$ cat src/rtl/xbus_arb_pkg.sv
// Shared definitions for the xbus two-master arbiter: widths, starvation defaults
// and the grant encoding with its priority rule.
package xbus_arb_pkg;

    localparam int unsigned ADDR_W         = 16;
    localparam int unsigned DATA_W         = 16;
    localparam int unsigned ARB_STARVE_LIM = 15;
    localparam int unsigned ARB_CW         = 4;

    typedef enum logic [1:0] {
        ARB_GNT_NONE = 2'd0,
        ARB_GNT_C    = 2'd1,
        ARB_GNT_D    = 2'd2
    } arb_gnt_e;

    // M0 has priority unless M1 is starved; M1 otherwise takes idle controller cycles.
    function automatic arb_gnt_e arb_grant(input logic c_sel, input logic d_req,
                                           input logic starved);
        arb_gnt_e g;
        g = ARB_GNT_NONE;
        if (d_req && (!c_sel || starved)) begin
            g = ARB_GNT_D;
        end else if (c_sel) begin
            g = ARB_GNT_C;
        end
        return g;
    endfunction

endpackage

$ cat src/rtl/xbus_arb_if.sv
// Signal bundle between the two bus masters (c_*, d_*), the arbiter and the merged
// decoder-side bus (b_*). The arbiter uses the slave view, the environment the master view.
interface xbus_arb_if
    import xbus_arb_pkg::*;
#(
    parameter int unsigned AW = ADDR_W,
    parameter int unsigned DW = DATA_W
);
    logic          c_sel;
    logic          c_we;
    logic [AW-1:0] c_addr;
    logic [DW-1:0] c_data_wr;
    logic [DW-1:0] c_data_rd;
    logic          c_stall;

    logic          d_req;
    logic          d_we;
    logic [AW-1:0] d_addr;
    logic [DW-1:0] d_data_wr;
    logic          d_ack;
    logic [DW-1:0] d_data_rd;
    logic          d_rvalid;

    logic          b_sel;
    logic          b_we;
    logic [AW-1:0] b_addr;
    logic [DW-1:0] b_data_wr;
    logic [DW-1:0] b_data_rd;

    modport slave (
        input  c_sel, c_we, c_addr, c_data_wr,
        output c_data_rd, c_stall,
        input  d_req, d_we, d_addr, d_data_wr,
        output d_ack, d_data_rd, d_rvalid,
        output b_sel, b_we, b_addr, b_data_wr,
        input  b_data_rd
    );

    modport master (
        output c_sel, c_we, c_addr, c_data_wr,
        input  c_data_rd, c_stall,
        output d_req, d_we, d_addr, d_data_wr,
        input  d_ack, d_data_rd, d_rvalid,
        input  b_sel, b_we, b_addr, b_data_wr,
        output b_data_rd
    );

endinterface

$ cat src/rtl/xbus_arb_starve.sv
// Starvation tracker for M1: counts ungranted request cycles and raises a
// registered starved flag once the count has reached its limit.
module xarb_starve #(
    parameter int unsigned LIM = 15,
    parameter int unsigned CW  = 4
) (
    input  logic clk,
    input  logic rst,
    input  logic req,
    input  logic ack,
    output logic starved
);

    localparam logic [CW-1:0] LIM_V = CW'(LIM);

    logic [CW-1:0] cnt;

    always_ff @(posedge clk or negedge rst) begin
        if (!rst) begin
            cnt     <= '0;
            starved <= 1'b0;
        end else begin
            if (!req || ack) begin
                cnt <= '0;
            end else if (cnt != LIM_V) begin
                cnt <= cnt + CW'(1);
            end
            // cnt is still saturated on the forced-grant cycle, so ack must drop starved
            starved <= req && !ack && (cnt == LIM_V);
        end
    end

endmodule

$ cat src/rtl/xbus_arb.sv
// Two-master arbiter merging the xctrl controller (M0, priority) and a DMA/bridge
// requester (M1) onto the single-cycle decoder bus, with starvation relief for M1.
module xbus_arb
    import xbus_arb_pkg::*;
#(
    parameter int unsigned AW         = ADDR_W,
    parameter int unsigned DW         = DATA_W,
    parameter int unsigned STARVE_LIM = ARB_STARVE_LIM,
    parameter int unsigned CW         = ARB_CW
) (
    input  logic       clk,
    input  logic       rst,
    xbus_arb_if.slave  bus
);

    arb_gnt_e      gnt;
    logic          starved;
    logic          d_ack;
    logic          sel;
    logic          we;
    logic [AW-1:0] addr_mux;
    logic [DW-1:0] wdata_mux;
    logic [DW-1:0] rdata_q;
    logic          rvalid_q;

    xarb_starve #(
        .LIM (STARVE_LIM),
        .CW  (CW)
    ) u_starve (
        .clk     (clk),
        .rst     (rst),
        .req     (bus.d_req),
        .ack     (d_ack),
        .starved (starved)
    );

    always_comb begin
        gnt       = arb_grant(bus.c_sel, bus.d_req, starved);
        sel       = 1'b0;
        we        = 1'b0;
        addr_mux  = '0;
        wdata_mux = '0;
        unique case (gnt)
            ARB_GNT_D: begin
                sel       = 1'b1;
                we        = bus.d_we;
                addr_mux  = bus.d_addr;
                wdata_mux = bus.d_data_wr;
            end
            ARB_GNT_C: begin
                sel       = 1'b1;
                we        = bus.c_we;
                addr_mux  = bus.c_addr;
                wdata_mux = bus.c_data_wr;
            end
            default: ;
        endcase
    end

    assign d_ack         = (gnt == ARB_GNT_D);
    assign bus.d_ack     = d_ack;
    assign bus.c_stall   = bus.c_sel && d_ack;
    assign bus.c_data_rd = (gnt == ARB_GNT_C) ? bus.b_data_rd : '0;
    assign bus.b_sel     = sel;
    assign bus.b_we      = we;
    assign bus.b_addr    = addr_mux;
    assign bus.b_data_wr = wdata_mux;
    assign bus.d_data_rd = rdata_q;
    assign bus.d_rvalid  = rvalid_q;

    always_ff @(posedge clk or negedge rst) begin
        if (!rst) begin
            rdata_q  <= '0;
            rvalid_q <= 1'b0;
        end else if (d_ack && !bus.d_we) begin
            rdata_q  <= bus.b_data_rd;
            rvalid_q <= 1'b1;
        end else begin
            rvalid_q <= 1'b0;
        end
    end

    a_d_req_held: assert property (@(posedge clk) disable iff (!rst)
        (bus.d_req && !d_ack) |=> bus.d_req);

    a_d_stable: assert property (@(posedge clk) disable iff (!rst)
        (bus.d_req && !d_ack) |=> $stable({bus.d_we, bus.d_addr, bus.d_data_wr}));

    a_c_stable: assert property (@(posedge clk) disable iff (!rst)
        bus.c_stall |=> $stable({bus.c_sel, bus.c_we, bus.c_addr, bus.c_data_wr}));

endmodule

$ cat src/flat_wrapper.sv
// flat-port wrapper written by rule: the top's interface ports become plain ports
module xbus_arb_flat import xbus_arb_pkg::*;
#(
    parameter int unsigned AW         = ADDR_W,
    parameter int unsigned DW         = DATA_W,
    parameter int unsigned STARVE_LIM = ARB_STARVE_LIM,
    parameter int unsigned CW         = ARB_CW
)
  (clk, rst, bus_c_sel, bus_c_we, bus_c_addr, bus_c_data_wr, bus_c_data_rd, bus_c_stall, bus_d_req, bus_d_we, bus_d_addr, bus_d_data_wr, bus_d_ack, bus_d_data_rd, bus_d_rvalid, bus_b_sel, bus_b_we, bus_b_addr, bus_b_data_wr, bus_b_data_rd);
  xbus_arb_if #(.AW(AW), .DW(DW)) bus_i ();
  input  logic clk;
  input  logic rst;
  input wire logic [$bits(bus_i.c_sel)-1:0] bus_c_sel;
  input wire logic [$bits(bus_i.c_we)-1:0] bus_c_we;
  input wire logic [$bits(bus_i.c_addr)-1:0] bus_c_addr;
  input wire logic [$bits(bus_i.c_data_wr)-1:0] bus_c_data_wr;
  output wire logic [$bits(bus_i.c_data_rd)-1:0] bus_c_data_rd;
  output wire logic [$bits(bus_i.c_stall)-1:0] bus_c_stall;
  input wire logic [$bits(bus_i.d_req)-1:0] bus_d_req;
  input wire logic [$bits(bus_i.d_we)-1:0] bus_d_we;
  input wire logic [$bits(bus_i.d_addr)-1:0] bus_d_addr;
  input wire logic [$bits(bus_i.d_data_wr)-1:0] bus_d_data_wr;
  output wire logic [$bits(bus_i.d_ack)-1:0] bus_d_ack;
  output wire logic [$bits(bus_i.d_data_rd)-1:0] bus_d_data_rd;
  output wire logic [$bits(bus_i.d_rvalid)-1:0] bus_d_rvalid;
  output wire logic [$bits(bus_i.b_sel)-1:0] bus_b_sel;
  output wire logic [$bits(bus_i.b_we)-1:0] bus_b_we;
  output wire logic [$bits(bus_i.b_addr)-1:0] bus_b_addr;
  output wire logic [$bits(bus_i.b_data_wr)-1:0] bus_b_data_wr;
  input wire logic [$bits(bus_i.b_data_rd)-1:0] bus_b_data_rd;
  assign bus_i.c_sel = bus_c_sel;
  assign bus_i.c_we = bus_c_we;
  assign bus_i.c_addr = bus_c_addr;
  assign bus_i.c_data_wr = bus_c_data_wr;
  assign bus_c_data_rd = bus_i.c_data_rd;
  assign bus_c_stall = bus_i.c_stall;
  assign bus_i.d_req = bus_d_req;
  assign bus_i.d_we = bus_d_we;
  assign bus_i.d_addr = bus_d_addr;
  assign bus_i.d_data_wr = bus_d_data_wr;
  assign bus_d_ack = bus_i.d_ack;
  assign bus_d_data_rd = bus_i.d_data_rd;
  assign bus_d_rvalid = bus_i.d_rvalid;
  assign bus_b_sel = bus_i.b_sel;
  assign bus_b_we = bus_i.b_we;
  assign bus_b_addr = bus_i.b_addr;
  assign bus_b_data_wr = bus_i.b_data_wr;
  assign bus_i.b_data_rd = bus_b_data_rd;
  xbus_arb #(.AW(AW), .DW(DW), .STARVE_LIM(STARVE_LIM), .CW(CW)) u_core (.clk(clk), .rst(rst), .bus(bus_i));
endmodule
$ cat config.mk
export PLATFORM = sky130hd
export DESIGN_NAME = xbus_arb_flat
export DESIGN_NICKNAME = d
export VERILOG_FILES = /design/src/rtl/xbus_arb_pkg.sv /design/src/rtl/xbus_arb_if.sv /design/src/rtl/xbus_arb_starve.sv /design/src/rtl/xbus_arb.sv /design/src/flat_wrapper.sv
export SDC_FILE = /design/constraint.sdc
export NUM_CORES = 1
export LEC_CHECK = 0
export BUFFER_PORTS_ARGS = -buffer_cell sky130_fd_sc_hd__buf_2
export CAP_MARGIN = 20
export CORE_AREA = 3 3 86 56
export CTS_CLUSTER_DIAMETER = 50
export DETAILED_ROUTE_END_ITERATION = 16
export DIE_AREA = 0 0 89 59
export PLACE_DENSITY_LB_ADDON = 0.2
export SETUP_SLACK_MARGIN = 0.15
export SLEW_MARGIN = 0
export SYNTH_ARGS = -nofsm -noshare
export SYNTH_HDL_FRONTEND = slang
export SYNTH_SLANG_ARGS = --single-unit
$ cat constraint.sdc
create_clock -name clk -period 1.6 [get_ports clk]
set_input_delay 0.32 -clock clk [delete_from_list [all_inputs] [get_ports clk]]
set_output_delay 0.32 -clock clk [all_outputs]
set_load 0.005 [all_outputs]
==> Flow_metrics.wiki <==
{| class="wikitable"
! Metric !! Value
|-
| First-pass iteration count of the detailed router || 4
|-
| CP top delay family || buffers and inverters
|-
| Post-synthesis average cell area || 11.32 µm²
|-
| Placement-stage cell area || 2232 µm²
|-
| Number of buffers created by CTS || 3
|-
| DRT iter0 DRCs || 43
|-
| HPWL reported at the end of detailed placement || 3875 µm
|-
| Sink Count || 22
|-
| Post-detailed-route DRC marker count || 0
|-
| Buffers from clock root to sink, at most || 2
|-
| First-pass GRT wire length || 7155 µm
|-
| WP data required || 1.28 ns
|-
| Number of core rows || 18
|-
| Netlist cell types || 26
|-
| Violated checks || setup timing
|-
| Total congestion overflow || 0
|-
| Timing-limited maximum frequency || 559.9 MHz
|-
| Synthesis Warnings || 0
|-
| Top Ports || 155
|-
| Placeable Area || 4031 µm²
|-
| Die Footprint || 5251 µm²
|-
| Insertion delay of the later-clocked pin in the worst-skew pair || 0.25 ns
|-
| Routed WL per cell || 16.26 µm
|-
| CP Cell Sequence || buf_6, a21boi_4, buf_12, clkbuf_16, a22o_1, buf_2
|-
| Register clock-pin slew on the reported worst setup and hold paths || 0.07 ns
|-
| Part of the Yosys area used for sequential elements || 40.18%
|-
| Final Hold Vio Count || 0
|-
| Biggest area consumer among synthesized cells || dfrtp_1
|-
| Share of synthesized flip-flops with an asynchronous set or reset || 100.0%
|-
| Fraction of final layout cells sized beyond drive strength 1 || 71.88%
|-
| Antenna diode count || 0
|-
| Maximum number of pins on one net before global-route repair || 31
|-
| Placer Congestion || 0.7265
|-
| Leakage power || 1.564 nW
|-
| Power per cell area || 658.2 nW/µm²
|-
| Largest incremental delay on the critical path || 0.40 ns
|-
| Max Fanout on Critical Path || 7
|-
| IR Drop Worst-Case VDD || 0.4798 mV
|-
| Cell area after layout || 2673 µm²
|-
| Transition time of the tightest slew-check pin || 0.5013 ns
|-
| Outcome || finished, violations left
|-
| Data arrival time at the worst-slack endpoint || 1.47 ns
|-
| Total number of nets in the final design || 376
|-
| Area Overhead vs Synth || 95.07%
|-
| Inst Count DP || 321
|-
| Via count normalized by instance count || 4.740
|-
| Number of standard cells after synthesis || 121
|-
| Worst Path Class, Setup || reg -> out
|-
| Wire length reported by the detailed router || 5495 µm
|-
| Buffers and inverters on the worst path || 4
|-
| Endpoint kind of the worst setup timing path || output port
|-
| Post-DRT Antenna Nets || 0
|-
| Tot GR Track Use || 17.45%
|-
| Number of enable-type register cells in the synthesized netlist || 0
|-
| Count of port buffers added during placement || 154
|-
| Portion of synthesized cell area occupied by the leading cell type || 40.18%
|-
| Maximum capacitance violations || 0
|-
| Syn Nets || 208
|-
| Ranking of synthesized cells by area || dfrtp_1 40%, a22o_1 20%, mux2_4 8.8%, and2_1 7.3%, mux2_2 6.6%
|-
| Final Skew || 0.001617 ns
|-
| Antenna violations before repair || 0
|-
| Standard cell with the maximum stage delay on the critical path || dfrtp_1
|-
| Starting Density || 33.99%
|-
| Number of pins exceeding their max-slew limit in the final report || 0
|-
| Detailed-route via count || 1602
|-
| Startpoint types || flop
|-
| Relative slew margins || 66.58%
|-
| Worst path setup slack after routing || -0.1861 ns
|-
| Top flip-flop cell by instance count after synthesis || dfrtp_1
|-
| Number of endpoints failing setup at the final stage || 49
|-
| Share of the cycle needed by the critical path after routing || 111.6%
|-
| Depth of the CTS H-tree || 1
|-
| Via count of the first global-routing pass || 1407
|-
| Synth top cells by count || 32 x a22o_1, 22 x dfrtp_1, 16 x and2_1
|-
| TritonCTS clock tree || yes
|-
| Die extent in y || 59 µm
|-
| Hold buffers post-CTS || 0
|-
| Min-Delay Path Class || in -> async
|-
| Post-route minimum period || 1.786 ns
|-
| Cell at the root of the clock tree || clkbuf_8
|-
| Unrepaired setup endpoints after global routing || yes
|-
| FF+latch count, synth || 22
|-
| Filler-free cell count of the finished design || 338
|-
| Die width || 89 µm
|-
| Post-synthesis instance area || 1370 µm²
|-
| Leading cell type by number of instances after synthesis || a22o_1
|}
==> per-layer routing <==
layer	wire, µm	track usage, %	share of wire [%]	vias to the layer above
met1	2448	25.04	45	763
met2	2732	28.44	50	50
li1	-	-	-	785
met5	0	0	0	-
met4	45	2.548	0.82	0
met3	269	3.056	4.9	4
==> placed cells by master (no fill, tap or decap), drive strengths merged <==
cell and n:
xnor2 1, nand3 2, nand2 3, nand3b 2
buf 167, a21boi 2, clkbuf 9, ha 1
nor2 5, mux2 16, nor3b 1, and3 1
inv 2, mux2i 1, nor3 2, and2 16
or2 1, a22o 32, a31oi 1, nand2b 1
dfrtp 22
==> cell type report <==
type,count,area (µm²)
well taps,50,62.56
multi-input cells,88,827.0
clock buffers,4,55.05
inverters,2,15.01
fillers,317,1359
repair buffers,172,1162
flip-flops and latches,22,550.5
==> path summary, 6_finish.rpt <==
check / startpoint / endpoint / slack (ns) / cells after the start
max in group asynchronous: rst / u_core.bus.d_rvalid / 1.24 / 1
hold reg to reg: u_core.bus.d_data_rd[14] / u_core.bus.d_data_rd[14] / 0.50 / 1
min in group clk: bus_b_data_rd[7] / u_core.bus.d_data_rd[7] / 0.31 / 2
setup / recovery: u_core.u_starve.starved / bus_b_data_wr[5] / -0.19 / 6
setup reg to reg: u_core.u_starve.starved / u_core.bus.d_data_rd[3] / 0.05 / 7
hold / removal: rst / u_core.bus.d_data_rd[6] / 0.02 / 1
==> logic make-up after synthesis <==
family                     count (synthesis)  share of synthesized area, %
muxes                                     17                         16.07
DFF                                       22                         40.18
xor gates and xnor gates                   1                        0.6394
and+or+nand+nor                           34                         15.07
adders and majority gates                  1                        0.9131
buffers and inverters                     11                         4.841
AOI/OAI and AO/OA                         35                         22.28
==> worst register-to-register path, delay by kind of cell (launching register included) <==
family | cells | cell delay (ns)
flops | 1 | 0.40
mux | 1 | 0.32
buf+inv | 4 | 0.50
simple gates | 2 | 0.23
==> where the power goes <==
group          switching, W  leakage [nW]  total (W)  internal [W]
clock network      0.000166        0.0288   0.000385      0.000219
registers         0.0000402         0.271   0.000676      0.000636
logic              0.000257          1.26   0.000698      0.000442
==> through the flow <==
step                util [%]  setup slack, ns  hold WS (ns)  setup TNS, ns  total power [W]
finish                 66.29          -0.1861       0.02256         -7.884         0.001759
global placement       55.37          0.06992        0.3067              0         0.001241
detailed placement     55.37          0.05566        0.3192              0         0.001250
global route           66.29          -0.2549       0.04835         -11.34         0.001874
CTS                    58.94          -0.1784       0.03392         -7.335         0.001679
floorplan                  -           0.1953       0.02441              0        0.0009297
==> flip-flops by register name, summed over array words and instances (netlist names) <==
register / cells
u_core.bus.d_data_rd: 16
u_core.u_starve.cnt: 4
u_core.u_starve.starved: 1
u_core.bus.d_rvalid: 1
==> timing repair <==
| item | in CTS | in global routing |
|---|---|---|
| setup endpoints to repair | 50 | 50 |
| gates resized for setup | 11 | 29 |
| cloned | 2 | 6 |
| setup buffers | 1 | 4 |
| pin swaps | 1 | 22 |
Note: power is estimated with default switching activity, not from simulation.
